`config.mk`:
```
export PLATFORM = sky130hd
export DESIGN_NAME = memctrl
export DESIGN_NICKNAME = d
export VERILOG_FILES = /design/src/rtl/memctrl.sv
export SDC_FILE = /design/constraint.sdc
export NUM_CORES = 1
export LEC_CHECK = 0
export BUFFER_PORTS_ARGS = -buffer_cell sky130_fd_sc_hd__buf_2
export CAP_MARGIN = 20
export CORE_MARGIN = 2
export CORE_UTILIZATION = 50
export CTS_CLUSTER_DIAMETER = 150
export CTS_CLUSTER_SIZE = 14
export DETAILED_ROUTE_END_ITERATION = 6
export PLACE_DENSITY = 0.76
export SYNTH_ARGS = -nofsm -noshare
export SYNTH_HDL_FRONTEND = slang
export SYNTH_SLANG_ARGS = --single-unit
```
`constraint.sdc`:
```
create_clock -name clk_in -period 2.37 [get_ports clk_in]
set_input_delay 0.237 -clock clk_in [delete_from_list [all_inputs] [get_ports clk_in]]
set_output_delay 0.237 -clock clk_in [all_outputs]
set_load 0.02 [all_outputs]
```
`src/rtl/memctrl.sv`:
```
// memctrl: serialises one LSB load/store into little-endian byte accesses on an 8-bit RAM bus.
// Build option MEMCTRL_IO_STALL_EN: IO-space stores wait in IDLE while io_buffer_full is high.
module memctrl #(
    parameter int unsigned ADDR_WIDTH = 32,
    parameter logic [31:0] IO_BASE    = 32'h0003_0000
) (
    input  logic                  clk_in,
    input  logic                  rst_n_in,
    input  logic                  rdy_in,
    input  logic                  clear,
    input  logic                  re,
    input  logic                  we,
    input  logic [3:0]            ls_op,
    input  logic [31:0]           addr,
    input  logic [31:0]           store_val,
    output logic                  ls_finished,
    output logic [31:0]           read_val,
    output logic [ADDR_WIDTH-1:0] mem_a,
    output logic [7:0]            mem_dout,
    output logic                  mem_wr,
    input  logic [7:0]            mem_din,
    input  logic                  io_buffer_full
);

    typedef enum logic [1:0] {S_IDLE, S_BUSY, S_DONE} state_t;

    state_t                r_state, w_state;
    logic [2:0]            r_cnt, w_cnt;
    logic [2:0]            r_len, w_len;
    logic [2:0]            r_op;
    logic                  r_store;
    logic [31:0]           r_addr, r_sval;
    logic [23:0]           r_buf, w_buf;
    logic [31:0]           r_read_val, w_read_val;
    logic [ADDR_WIDTH-1:0] r_mem_a, w_mem_a;
    logic [7:0]            r_mem_dout, w_mem_dout;
    logic                  r_mem_wr, w_mem_wr;
    logic                  r_fin, w_fin;
    logic                  w_accept, w_io_stall;
    logic [31:0]           w_addr_k, w_raw;
    logic [7:0]            w_sbyte;
    logic                  w_unused;

`ifdef MEMCTRL_IO_STALL_EN
    assign w_io_stall = we && (addr >= IO_BASE) && io_buffer_full;
    assign w_unused   = ls_op[3];
`else
    assign w_io_stall = 1'b0;
    assign w_unused   = ls_op[3] ^ io_buffer_full ^ (|IO_BASE);
`endif

    assign w_accept = (r_state == S_IDLE) && (re || we) && !clear && !w_io_stall;
    assign w_addr_k = r_addr + {29'd0, r_cnt};

    always_comb begin
        unique case (ls_op[1:0])
            2'b00:   w_len = 3'd1;
            2'b01:   w_len = 3'd2;
            default: w_len = 3'd4;
        endcase
    end

    always_comb begin
        unique case (r_cnt[1:0])
            2'd1:    w_sbyte = r_sval[15:8];
            2'd2:    w_sbyte = r_sval[23:16];
            2'd3:    w_sbyte = r_sval[31:24];
            default: w_sbyte = r_sval[7:0];
        endcase
    end

    // The last byte is taken straight from mem_din so the result lands on the finishing edge.
    always_comb begin
        unique case (r_len)
            3'd1:    w_raw = {24'd0, mem_din};
            3'd2:    w_raw = {16'd0, mem_din, r_buf[7:0]};
            default: w_raw = {mem_din, r_buf};
        endcase
    end

    // NOTE: every next-state value gets a default first so no path through the case infers a latch.
    always_comb begin
        w_state    = r_state;
        w_cnt      = r_cnt;
        w_buf      = r_buf;
        w_read_val = r_read_val;
        w_mem_a    = r_mem_a;
        w_mem_dout = r_mem_dout;
        w_mem_wr   = 1'b0;
        w_fin      = 1'b0;
        unique case (r_state)
            S_IDLE: begin
                if (w_accept) begin
                    w_state  = S_BUSY;
                    w_cnt    = 3'd1;
                    w_mem_a  = addr[ADDR_WIDTH-1:0];
                    w_mem_wr = we;
                    if (we) w_mem_dout = store_val[7:0];
                end
            end
            S_BUSY: begin
                if (clear && !r_store) begin
                    w_state = S_IDLE;
                end else if (r_cnt < r_len) begin
                    w_mem_a = w_addr_k[ADDR_WIDTH-1:0];
                    w_cnt   = r_cnt + 3'd1;
                    if (r_store) begin
                        w_mem_dout = w_sbyte;
                        w_mem_wr   = 1'b1;
                    end else begin
                        unique case (r_cnt)
                            3'd1:    w_buf[7:0]   = mem_din;
                            3'd2:    w_buf[15:8]  = mem_din;
                            3'd3:    w_buf[23:16] = mem_din;
                            default: ;
                        endcase
                    end
                end else begin
                    w_state = S_DONE;
                    w_fin   = 1'b1;
                    if (!r_store) begin
                        unique case (r_op)
                            3'b000:  w_read_val = {{24{w_raw[7]}}, w_raw[7:0]};
                            3'b001:  w_read_val = {{16{w_raw[15]}}, w_raw[15:0]};
                            default: w_read_val = w_raw;
                        endcase
                    end
                end
            end
            S_DONE:  w_state = S_IDLE;
            default: w_state = S_IDLE;
        endcase
    end

    // NOTE: sequential state uses non-blocking assignments only; rdy_in low freezes everything but mem_wr.
    always_ff @(posedge clk_in) begin
        if (!rst_n_in) begin
            r_state    <= S_IDLE;
            r_cnt      <= '0;
            r_len      <= '0;
            r_op       <= '0;
            r_store    <= 1'b0;
            r_addr     <= '0;
            r_sval     <= '0;
            r_buf      <= '0;
            r_read_val <= '0;
            r_mem_a    <= '0;
            r_mem_dout <= '0;
            r_mem_wr   <= 1'b0;
            r_fin      <= 1'b0;
        end else if (!rdy_in) begin
            r_mem_wr <= 1'b0;
        end else begin
            r_state    <= w_state;
            r_cnt      <= w_cnt;
            r_buf      <= w_buf;
            r_read_val <= w_read_val;
            r_mem_a    <= w_mem_a;
            r_mem_dout <= w_mem_dout;
            r_mem_wr   <= w_mem_wr;
            r_fin      <= w_fin;
            if (w_accept) begin
                r_addr  <= addr;
                r_sval  <= store_val;
                r_op    <= ls_op[2:0];
                r_store <= we;
                r_len   <= w_len;
            end
        end
    end

    assign ls_finished = r_fin;
    assign read_val    = r_read_val;
    assign mem_a       = r_mem_a;
    assign mem_dout    = r_mem_dout;
    assign mem_wr      = r_mem_wr;

endmodule

```
# After elaboration in Yosys (flattened, before gate mapping)

Index checks and enable logic that the tools add are counted.

Bits in registers: 174
Bits in latches: 0
RAM bits: 0
Bits in read-only memories: 0
Bits of input ports: 83
Output and inout bits: 74
Logic and storage cells: 87
Memories: 0

Add/sub/neg operators: 2
Multiply operators: 0
Div/mod/pow operators: 0
Magnitude comparators: 1
Equal/unequal tests: 17
Shift-type cells: 0
Multiplexer cells: 30
Bitwise operators: 3
Reductions and logical operators: 19

Operator list:

| kind                                          | count |
|---|---|
| one-hot mux 32 bit (2 select lines)           | 3 |
| two-way mux 32 bit                            | 3 |
| two-way mux 8 bit                             | 5 |
| adder 32 x 3 -> 32 bit                        | 1 |
| one-hot mux 8 bit (3 select lines)            | 1 |
| AND reduction 6 bit                           | 3 |
| one-hot mux 8 bit (2 select lines)            | 1 |
| one-hot mux 3 bit (2 select lines)            | 2 |
| inequality test 2 bit, second input constant  | 5 |
| AND reduction 5 bit                           | 2 |
| == test 3 x 1 -> 1 bit, second input constant | 3 |
| == test 3 x 2 -> 1 bit, second input constant | 3 |
| two-way mux 3 bit                             | 3 |
| two-way mux 1 bit                             | 7 |
| AND reduction 7 bit                           | 1 |
| == test 2 x 1 -> 1 bit, second input constant | 3 |
| two-way mux 2 bit                             | 3 |
| == test 2 bit, second input constant          | 2 |
| zero test 2 bit                               | 2 |
| one-hot mux 2 bit (2 select lines)            | 1 |
| AND reduction 2 bit                           | 2 |
| adder 3 x 1 -> 3 bit, second input constant   | 1 |
| logical AND 1 bit                             | 3 |
| zero test 3 bit                               | 1 |
| other kinds (8)                               | 11 |

# Depth between registers and ports, before layout

Gate-level depths: netlist of run 1.

Depth in word-level cells: 6
Depth in mapped cells: 10
Gate-level depth less buffers: 7

# Worst setup path after synthesis of run 1

Ideal clock, no wire load.

Kind: register to register
Start point: register r_len[1]
End point: register r_mem_a[7], in the netlist mem_a[7]
Library setup time: 0.070 ns
Arrival: 2.262 ns
Data required time: 2.300 ns
Setup slack: 0.038 ns
Cell stages (with the launch flop): 9
Buffers on the path: 1
Period minus slack after synthesis: 2.332 ns
Path through: dfxtp_1 > clkinv_1 > ha_1 > a21o_1 > a31oi_1 > buf_2 > a31oi_1 > or4_1 > a21oi_1

Cells in the longest elaborated chain, start to end: 3

Ends and longest elaborated chain:

| what                            | RTL line | RTL |
|---|---|---|
| start: declaration              | 29       | `logic [2:0] r_len, w_len;` |
| start signal: assignment        | 167      | `r_len <= w_len;` |
| less-than comparator 3 bit      | 104      | `end else if (r_cnt < r_len) begin` |
| inequality test 2 bit (no line) | -        |  |
| AND reduction 5 bit (no line)   | -        |  |
| end signal: assignment          | 158      | `r_mem_a <= w_mem_a;` |
| end: declaration                | 35       | `logic [ADDR_WIDTH-1:0] r_mem_a, w_mem_a;` |

No other way between the ends.
A chain may end at the register's enable or synchronous reset.

# Final worst setup path of run 1

Start point: register r_len[2]
End point: register r_cnt[2]

Cells in the longest elaborated chain, start to end: 3

Ends and longest elaborated chain:

| what                            | RTL line | RTL |
|---|---|---|
| less-than comparator 3 bit      | 104      |  |
| inequality test 2 bit (no line) | -        |  |
| AND reduction 5 bit (no line)   | -        |  |
| end signal: assignment          | 155      | `r_cnt <= w_cnt;` |
| end: declaration                | 28       | `logic [2:0] r_cnt, w_cnt;` |

No other way between the ends.

==> impl_metrics.ini, run 1 <==
[detailed_routing]
ant_nets = 0
wl_per_cell_um = 15.6
firstDrtPassIters = 5
vias = 7338
via_per_inst = 5.57
wl_um = 20500
drc = 0
drt_iter0_drc = 641

[clock_network]
clock-sinks = 174
root_buffer = clkbuf_16
h-tree-depth = 4
clk-insertion-delay-late_ns = 0.43
path_clk_slew_ns = 0.07
cts_max_path_buffers = 2
cts_buffers = 17
cts_tree = done

[yosys]
synth_top_family_by_area = compound AO/OA/AOI/OAI gates
syn_inst = 961
yosys.area.top_type_share = 0.445
synth_async_sr_flop_share = 0
ys_ff_latch = 174
synthXorXnorAreaFrac = 0.0202
synth_most_common_cell = nand2_1
synth_fa_ha_area_frac = 0.0186
synth_compound_area_frac = 0.211
seq_area_frac_synth = 0.445
synthTopCellsByCount = 202 x nand2_1, 174 x dfxtp_1, 119 x a21oi_1, 57 x clkbuf_1, 57 x nor2_1
syn_area_per_cell_um2 = 8.14
yosys-mux-area-fraction = 0.0569
synth_edf_count = 0
yosys-top-cells-area = dfxtp_1 45%, nand2_1 9.7%, a21oi_1 7.6%, mux2i_1 5.5%, o21ai_0 3.2%
synthFlopType = dfxtp_1
yosysTopAreaCell = dfxtp_1
yosysUniqueCellTypes = 56
synth_nets = 1055
synth_area_um2 = 7820
yosys.area_share.simple = 0.205
ys_warn_count = 0

[final_layout]
num_antenna_cells = 0
final_nets = 1188
areaGrowthSynthToFinish_pct = 20.9
fin_util = 0.620
drive_above_1_share = 0.214
finalNonFillerCells = 1318

[timing]
tightest_slew_ns = 0.592
finClkSkew_ns = 0.00728
period_needed_ns = 2.29
max_freq_mhz = 437
finalSetupViolCount = 0
slew_headroom = 0.606
fin_crit_sh = 0.965
hold_viol_final = 0
slew_violations = 0

[global_route]
grt-ovfl-total = 0
grt_pass1_vias = 6765
grt_max_degree = 75
grt_util_met2 = 0.394
antenna_found_initial = 0
gr-usage-met3 = 0.0438
gr-usage-met1 = 0.351
busiest_layer = met2
grt_pass1_wl_um = 33500
grt_util_all_layers = 0.250

[critical_path]
reg2reg_depth = 9
crit_chain = inv_1 -> ha_1 -> a21o_1 -> a31oi_2 -> buf_4 -> a31oi_4 -> buf_4 -> or3_1 -> a21oi_1
crit_family = compound AO/OA/AOI/OAI gates
setup.worst_path.end_class = flop
setup.worst_path.start_class = flop
r2r_setup_slack_ns = 0.08
worst-path-buf-inv = 3
cp_max_fo = 11
worstSetupPathType = reg2reg
crit_cells = 9
slowest_delay_ns = 0.36
crit_top_cell = buf_4
critPathRequiredTime_ns = 2.73
crit_path_top_delay_cell = dfxtp_2
cp.arrival_ns = 2.65

[run]
drv_cap = 0

[outcome]
status = finished clean

[placement]
port_buffers = 154
dpl.hpwl_um = 14000
gp_congestion = 0.824
place_inst = 1285

[floorplanning]
dieArea_um2 = 16700
die_w_um = 129
core_um2 = 15300
ios = 157
rows = 45
initial_core_util = 0.513
die_y_um = 129

[hold_path]
min_path_type = in2reg
hold_path_depth = 3

[pwr]
p_per_area_nw_per_um2 = 690
p_leak_nw = 3.83
p_total_mw = 6.52
peakVddDrop_v = 0.000534
[per-stage QoR]
step	setup WS, ns	setup TNS, ns	hold WS, ns	instance area, um2
6_report	0.0841	0	0.0335	9460
3_5_place_dp	0.0985	0	0.443	8860
4_1_cts	0.0724	0	0.0202	9420
3_3_place_gp	0.134	0	0.437	8860
2_1_floorplan	0.0377	0	0.371	7820
5_1_grt	-0.0201	-0.0396	0.0323	9460
[state kept, by name, indices dropped and copies added, names as in the netlist]
signal / cells
mem_a: 32
r_addr: 32
r_sval: 32
read_val: 32
r_buf: 24
mem_dout: 8
r_cnt: 3
r_len: 3
r_op: 3
r_state: 2
ls_finished: 1
mem_wr: 1
r_store: 1
[what timing repair did]
item	CTS	global route
setup buffers	0	1
resized for setup	0	5
hold buffers	0	0
endpoints found under the setup margin	0	28
[area by class of cell]
cell class,instances,area (um2)
Tap cell,211,264
Fill cell,1409,5800
Multi-Input combinational cell,704,4050
Timing Repair Buffer,187,1060
Clock buffer,18,429
Inverter,10,38.8
Sequential cell,174,3480
Clock inverter,14,135
[path summary, 6_finish.rpt]
kind / from / end
worst max register to register: r_len[2]$_SDFFE_PN0P_ / r_cnt[2]$_SDFFE_PN0P_
worst max-delay path: r_len[2]$_SDFFE_PN0P_ / r_cnt[2]$_SDFFE_PN0P_
worst min-delay path: store_val[14] / r_sval[14]$_SDFFE_PN0P_
worst min register to register: r_buf[17]$_SDFFE_PN0P_ / read_val[17]$_SDFFE_PN0P_
[power breakdown]
part | switching [mW] | total (mW) | leakage [nW] | internal (mW)
combinational | 0.449 | 0.708 | 2.15 | 0.259
sequential | 0.0854 | 3.12 | 1.41 | 3.03
clock | 1.23 | 2.70 | 0.269 | 1.46
total | 1.77 | 6.52 | 3.83 | 4.76
[routing by layer]
layer  share of wire  vias up
met5               0        -
met4           0.016        0
met3           0.050       28
met2            0.47      198
met1            0.47     3453
li1                -     3659
[cell usage in the layout (no fill, tap or decap), types with 10 or more instances in the layout]
master	n
a211oi_1	16
a21oi_1	119
buf_2	154
buf_4	29
clkbuf_16	17
dfxtp_1	173
ha_1	10
mux2i_1	43
nand2_1	201
nand3_1	28
nand4_1	18
nor2_1	56
nor3_1	14
o21ai_0	50
xor2_1	11
[worst reg2reg max path: cells and delay by family, from the launching register on]
kind / cells / cell delay, ns
simple gates: 1 / 0.31
buf+inv: 3 / 0.51
fa+ha+maj: 1 / 0.32
flops: 1 / 0.36
compound gates: 4 / 0.73
[cell families (layout without fill, tap and decap cells)]
family	count (synthesis)	count (layout)
compound gates	266	266
xor+xnor	18	18
fa+ha+maj	11	11
buf+inv	83	229
flops	174	174
mux	44	44
simple gates	365	365
(Power assumes the default switching activity.)
==> run 2: changes to the inputs <==
--- a/config.mk
+++ b/config.mk
@@ -7,6 +7,7 @@
 export LEC_CHECK = 0
 export BUFFER_PORTS_ARGS = -buffer_cell sky130_fd_sc_hd__buf_2
 export CAP_MARGIN = 20
+export CORE_ASPECT_RATIO = 2
 export CORE_MARGIN = 2
 export CORE_UTILIZATION = 50
 export CTS_CLUSTER_DIAMETER = 150
==> run 2 against run 1 <==
  * Final area grew 0.11%
  * Register-to-register slack gained 0.05 ns
  * Hold slack gained 0.0086 ns
  * Count of clock-buffer cells in the layout shrank 1
  * Flip-flop and latch count is the same
  * First-iteration DRC count shrank 40%
  * Critical path depth shrank 2
  * Highest routed layer unchanged
==> impl_metrics.ini, run 2 (synthesized netlist as in run 1, its figures left out) <==
[floorplanning]
initial_core_util = 0.511
dieArea_um2 = 16700
core_um2 = 15300
die_y_um = 181
die_w_um = 92.4
ios = 157
rows = 64

[clock_network]
root_buffer = clkbuf_16
clk-insertion-delay-late_ns = 0.43
post_cts.repair.setup_buffers = 0
h-tree-depth = 4
cts_tree = done
clock-sinks = 174
path_clk_slew_ns = 0.07
holdBufCountCts = 0
cts_buffers = 17
cts_max_path_buffers = 2

[global_route]
grt_pass1_wl_um = 35000
grt_util_all_layers = 0.260
antenna_found_initial = 0
grt_pass1_vias = 7217
grt-ovfl-total = 0
grt_max_degree = 60

[timing]
whs_ns = 0.0421
fin_crit_sh = 0.941
tightest_slew_ns = 0.611
hold_viol_final = 0
slew_violations = 0
max_freq_mhz = 448
setup_tns_ns = 0
finalSetupViolCount = 0
slew_headroom = 0.591
period_needed_ns = 2.23
finClkSkew_ns = 0.00988
grt_setup_unrepaired = false

[critical_path]
setup.worst_path.start_class = flop
cp.arrival_ns = 2.54
critPathRequiredTime_ns = 2.68
setup.worst_path.end_class = flop
worstSetupPathType = reg2reg
cp_max_fo = 7

[placement]
port_buffers = 154
dpl.hpwl_um = 15100
gp_congestion = 0.847
post_dp_cell_area_um2 = 8890

[pwr]
p_leak_nw = 3.85
peakVddDrop_v = 0.000504
p_per_area_nw_per_um2 = 695

[detailed_routing]
drt_iter0_drc = 385
drc = 0
wl_um = 21700
wl_per_cell_um = 16.6
firstDrtPassIters = 5
via_per_inst = 5.73
vias = 7488
ant_nets = 0

[final_layout]
mostFrequentLayoutCells = 201 x nand2_1, 174 x dfxtp_1, 154 x buf_2
areaGrowthSynthToFinish_pct = 21.0
design_area_um2 = 9470
final_nets = 1189
num_antenna_cells = 0
final_common_cell = nand2_1
drive_above_1_share = 0.213

[hold_path]
min_path_type = in2reg

[outcome]
status = finished clean

[run]
drv_cap = 0
[run 2: cell count changes in the layout (fill, tap and decap cells not counted), sizes merged]
| cell | delta |
|---|---|
| clkinv | -3 |
| clkbuf | -1 |
| buf | +1 |
| clkinvlp | -1 |
| inv | +5 |
[run 2: final cells by class]
cell class	count	area [um2]
well taps	198	248
repair buffers	188	1090
fillers	1456	5830
clock buffers	17	425
inverters	10	38.8
flip-flops and latches	174	3480
multi-input cells	704	4040
clock inverters	15	146
[run 2: worst paths after layout]
path                                              start                 endpoint  slack [ns]  cells after the start
worst max-delay path              r_cnt[0]$_SDFFE_PN0P_   mem_a[22]$_SDFFE_PN0P_        0.14                      7
worst min-delay path                      store_val[11]  r_sval[11]$_SDFFE_PN0P_        0.04                      3
worst min register to register  r_sval[15]$_SDFFE_PN0P_  r_sval[15]$_SDFFE_PN0P_        0.46                      2
worst max register to register    r_cnt[0]$_SDFFE_PN0P_   mem_a[22]$_SDFFE_PN0P_        0.14                      7
[run 2: routing by layer]
metal	track usage	part of all wire
met2	0.473	0.53
met5	0	0
met1	0.285	0.38
met3	0.0396	0.045
met4	0.134	0.041
[run 2: what timing repair did]
item	in CTS	in global routing
endpoints found under the hold margin	0	0
endpoints found under the setup margin	0	2
gates resized for setup	0	1
[run 2: power by group]
part	switching, mW	internal (mW)	total (mW)
Combinational	0.462	0.262	0.723
Sequential	0.0854	3.03	3.12
Clock	1.26	1.48	2.74
[run 2: per-stage QoR]
stage	utilization	setup slack, ns	cells	power [mW]
floorplan	-	0.0377	961	3.61
global placement	0.582	0.225	1274	3.89
detailed placement	0.582	0.143	1274	3.90
CTS	0.619	0.154	1306	6.62
global route	0.619	0.000967	1306	6.82
finish	0.619	0.139	1306	6.58
[run 2: worst max-delay path: stages, from the launching register on]
cell	delay (ns)
dfxtp_1	0.41
ha_1	0.22
fa_1	0.24
a21oi_1	0.13
nor2_1	0.51
a21boi_0	0.18
nor3b_1	0.30
o31ai_1	0.11
==> run 3: changes to the inputs <==
--- a/config.mk
+++ b/config.mk
@@ -13,7 +13,8 @@
 export CTS_CLUSTER_DIAMETER = 150
 export CTS_CLUSTER_SIZE = 14
 export DETAILED_ROUTE_END_ITERATION = 6
-export PLACE_DENSITY = 0.76
+export PLACE_DENSITY = 0.74
+export SETUP_SLACK_MARGIN = 0.4
 export SYNTH_ARGS = -nofsm -noshare
 export SYNTH_HDL_FRONTEND = slang
 export SYNTH_SLANG_ARGS = --single-unit
==> constraint.sdc (replaced) <==
create_clock -name clk_in -period 2.2 [get_ports clk_in]
set_input_delay 0.22 -clock clk_in [delete_from_list [all_inputs] [get_ports clk_in]]
set_output_delay 0.22 -clock clk_in [all_outputs]
set_load 0.02 [all_outputs]
==> run 3 against run 2 <==
  * The flow now finishes with violations (DRC)
  * Register-to-register slack got worse by 0.10 ns
  * Global-route usage increased by 0.99 points
  * First-iteration DRC count rose by 40%
  * Cell count grew 4.4%
  * Sequential share of layout area fell by 4.7 points
  * Critical path depth rose by 1
  * Non-clock buffer count increased by 56
  * Setup slack got worse by 0.10 ns
  * Clock power increased by 9.9%
  * Hold slack got worse by 0.035 ns
  * Sequential power rose by 8.0%
==> impl_metrics.ini, run 3 (synthesized netlist as in run 1, its figures left out) <==
[clock_network]
cts_tree = done
h-tree-depth = 4
cts_buffers = 17
root_buffer = clkbuf_16
holdBufCountCts = 0
path_clk_slew_ns = 0.07
cts_max_path_buffers = 2
clk-insertion-delay-late_ns = 0.44
clock-sinks = 174

[pwr]
p_switching_mw = 2.18
pwr-share-seq = 0.454
power.internal_mw = 5.24
clkPwrFrac = 0.405
p_per_area_nw_per_um2 = 679
p_leak_nw = 4.34
p_sw_frac = 0.294
peakVddDrop_v = 0.000565
combPwrFrac = 0.141

[critical_path]
slowest_delay_ns = 0.57
worstSetupPathType = reg2reg
crit_chain = inv_4 -> ha_4 -> a21o_1 -> a31oi_4 -> buf_6 -> a31oi_4 -> or4_1 -> a21oi_1
setup.worst_path.end_class = flop
critPathRequiredTime_ns = 2.57
r2r_setup_slack_ns = 0.04
setup.worst_path.start_class = flop
cp.arrival_ns = 2.53
r2r_start = r_len[2]$_SDFFE_PN0P_
cp_max_fo = 4
timing.rr.end = mem_a[7]$_SDFFE_PN0P_
crit_top_cell = a31oi_4
reg2reg_depth = 8
crit_path_top_delay_cell = or4_1

[detailed_routing]
firstDrtPassIters = 7
wl_um = 25700
drc = 1
ant_nets = 0
via_per_inst = 5.91
drt_iter0_drc = 539
wl_per_cell_um = 18.8
vias = 8049

[global_route]
antenna_found_initial = 0
grt_pass1_vias = 7437
grt_pass1_wl_um = 36200
grt_max_degree = 89
grt-ovfl-total = 0
grt_util_all_layers = 0.270

[final_layout]
multiInputGateArea_um2 = 4740
drive_above_1_share = 0.355
design_area_um2 = 10900
regArea_um2 = 3510
final_nets = 1246
num_antenna_cells = 0
final_common_cell = nand2_1
mostFrequentLayoutCells = 198 x nand2_1, 165 x dfxtp_1, 154 x buf_2
fillers = 1183
areaGrowthSynthToFinish_pct = 39.7

[timing]
finalSetupViolCount = 0
hold_viol_final = 0
whs_ns = 0.00745
tightest_slew_ns = 0.555
slew_violations = 0
finClkSkew_ns = 0.0106
max_freq_mhz = 463
fin_crit_sh = 0.982
period_needed_ns = 2.16
grt_setup_unrepaired = true
slew_headroom = 0.627

[floorplanning]
rows = 64
dieArea_um2 = 16700
die_w_um = 92.4
core_um2 = 15300
die_y_um = 181
ios = 157
initial_core_util = 0.511

[placement]
post_dp_cell_area_um2 = 8980
dpl.hpwl_um = 15200
port_buffers = 154
gp_congestion = 0.833

[hold_path]
min_to = r_sval[27]$_SDFFE_PN0P_
min-delay-start = store_val[27]
hold_path_depth = 3
min_path_type = in2reg

[outcome]
status = complete, but fails checks
violations = DRC

[run]
drv_cap = 0
run 3: worst max path at each step:
stage,startpoint,endpoint,slack (ns),depth (start not counted)
5_1_grt,r_len[2]$_SDFFE_PN0P_,mem_a[7]$_SDFFE_PN0P_,-0.03,8
2_1_floorplan,r_len[2]$_SDFFE_PN0P_,read_val[21]$_SDFFE_PN0P_,0.14,7
3_3_place_gp,r_len[2]$_SDFFE_PN0P_,mem_dout[7]$_SDFFE_PN0P_,0.14,7
4_1_cts,r_len[2]$_SDFFE_PN0P_,r_buf[0]$_SDFFE_PN0P_,0.18,10
3_5_place_dp,r_len[2]$_SDFFE_PN0P_,mem_a[19]$_SDFFE_PN0P_,0.08,7
6_report,r_len[2]$_SDFFE_PN0P_,mem_a[7]$_SDFFE_PN0P_,0.04,8
run 3: metrics by stage:
step | TNS (ns) | instances | total power, mW | worst slack [ns] | util
after floorplan | 0 | 961 | 3.91 | 0.143 | -
after global placement | 0 | 1278 | 4.21 | 0.138 | 0.587
after detailed placement | 0 | 1278 | 4.22 | 0.0830 | 0.587
after CTS | 0 | 1338 | 7.27 | 0.179 | 0.662
after global routing | -0.0311 | 1363 | 7.67 | -0.0311 | 0.715
final | 0 | 1363 | 7.42 | 0.0387 | 0.715
run 3: final cells by class:
cell class | instances | area share
clock buffer | 18 | 0.0402
multi-input combinational | 705 | 0.433
inverter | 10 | 0.00401
timing repair buffer | 244 | 0.166
tap | 198 | 0.0227
clock inverter | 14 | 0.0135
sequential | 174 | 0.321
run 3: critical path: cells and delay by family, from the launching register on:
family / cells / cell delay (ns)
simple gates: 1 / 0.57
fa+ha+maj: 1 / 0.23
buf+inv: 2 / 0.19
compound gates: 4 / 0.71
flops: 1 / 0.39
run 3: metal layers:
| metal | part of all wire | global-route usage |
|---|---|---|
| met5 | 0 | 0 |
| met4 | 0.067 | 0.159 |
| met3 | 0.050 | 0.0446 |
| met2 | 0.53 | 0.491 |
| met1 | 0.35 | 0.285 |
run 3: power groups by stage:
stage	Combinational [mW]	Clock, mW	Sequential [mW]
5_1_grt	1.12	3.17	3.38
3_3_place_gp	0.782	0	3.43
3_5_place_dp	0.795	0	3.43
6_report	1.04	3.01	3.37
2_1_floorplan	0.439	0	3.47
4_1_cts	0.895	3.02	3.36
run 3: timing repair:
item                       CTS  global route
cloned                       3             8
pin swaps                   44            42
setup buffers               25            17
hold endpoints to repair     0             0
resized for setup           84           132
setup endpoints to repair  138           139
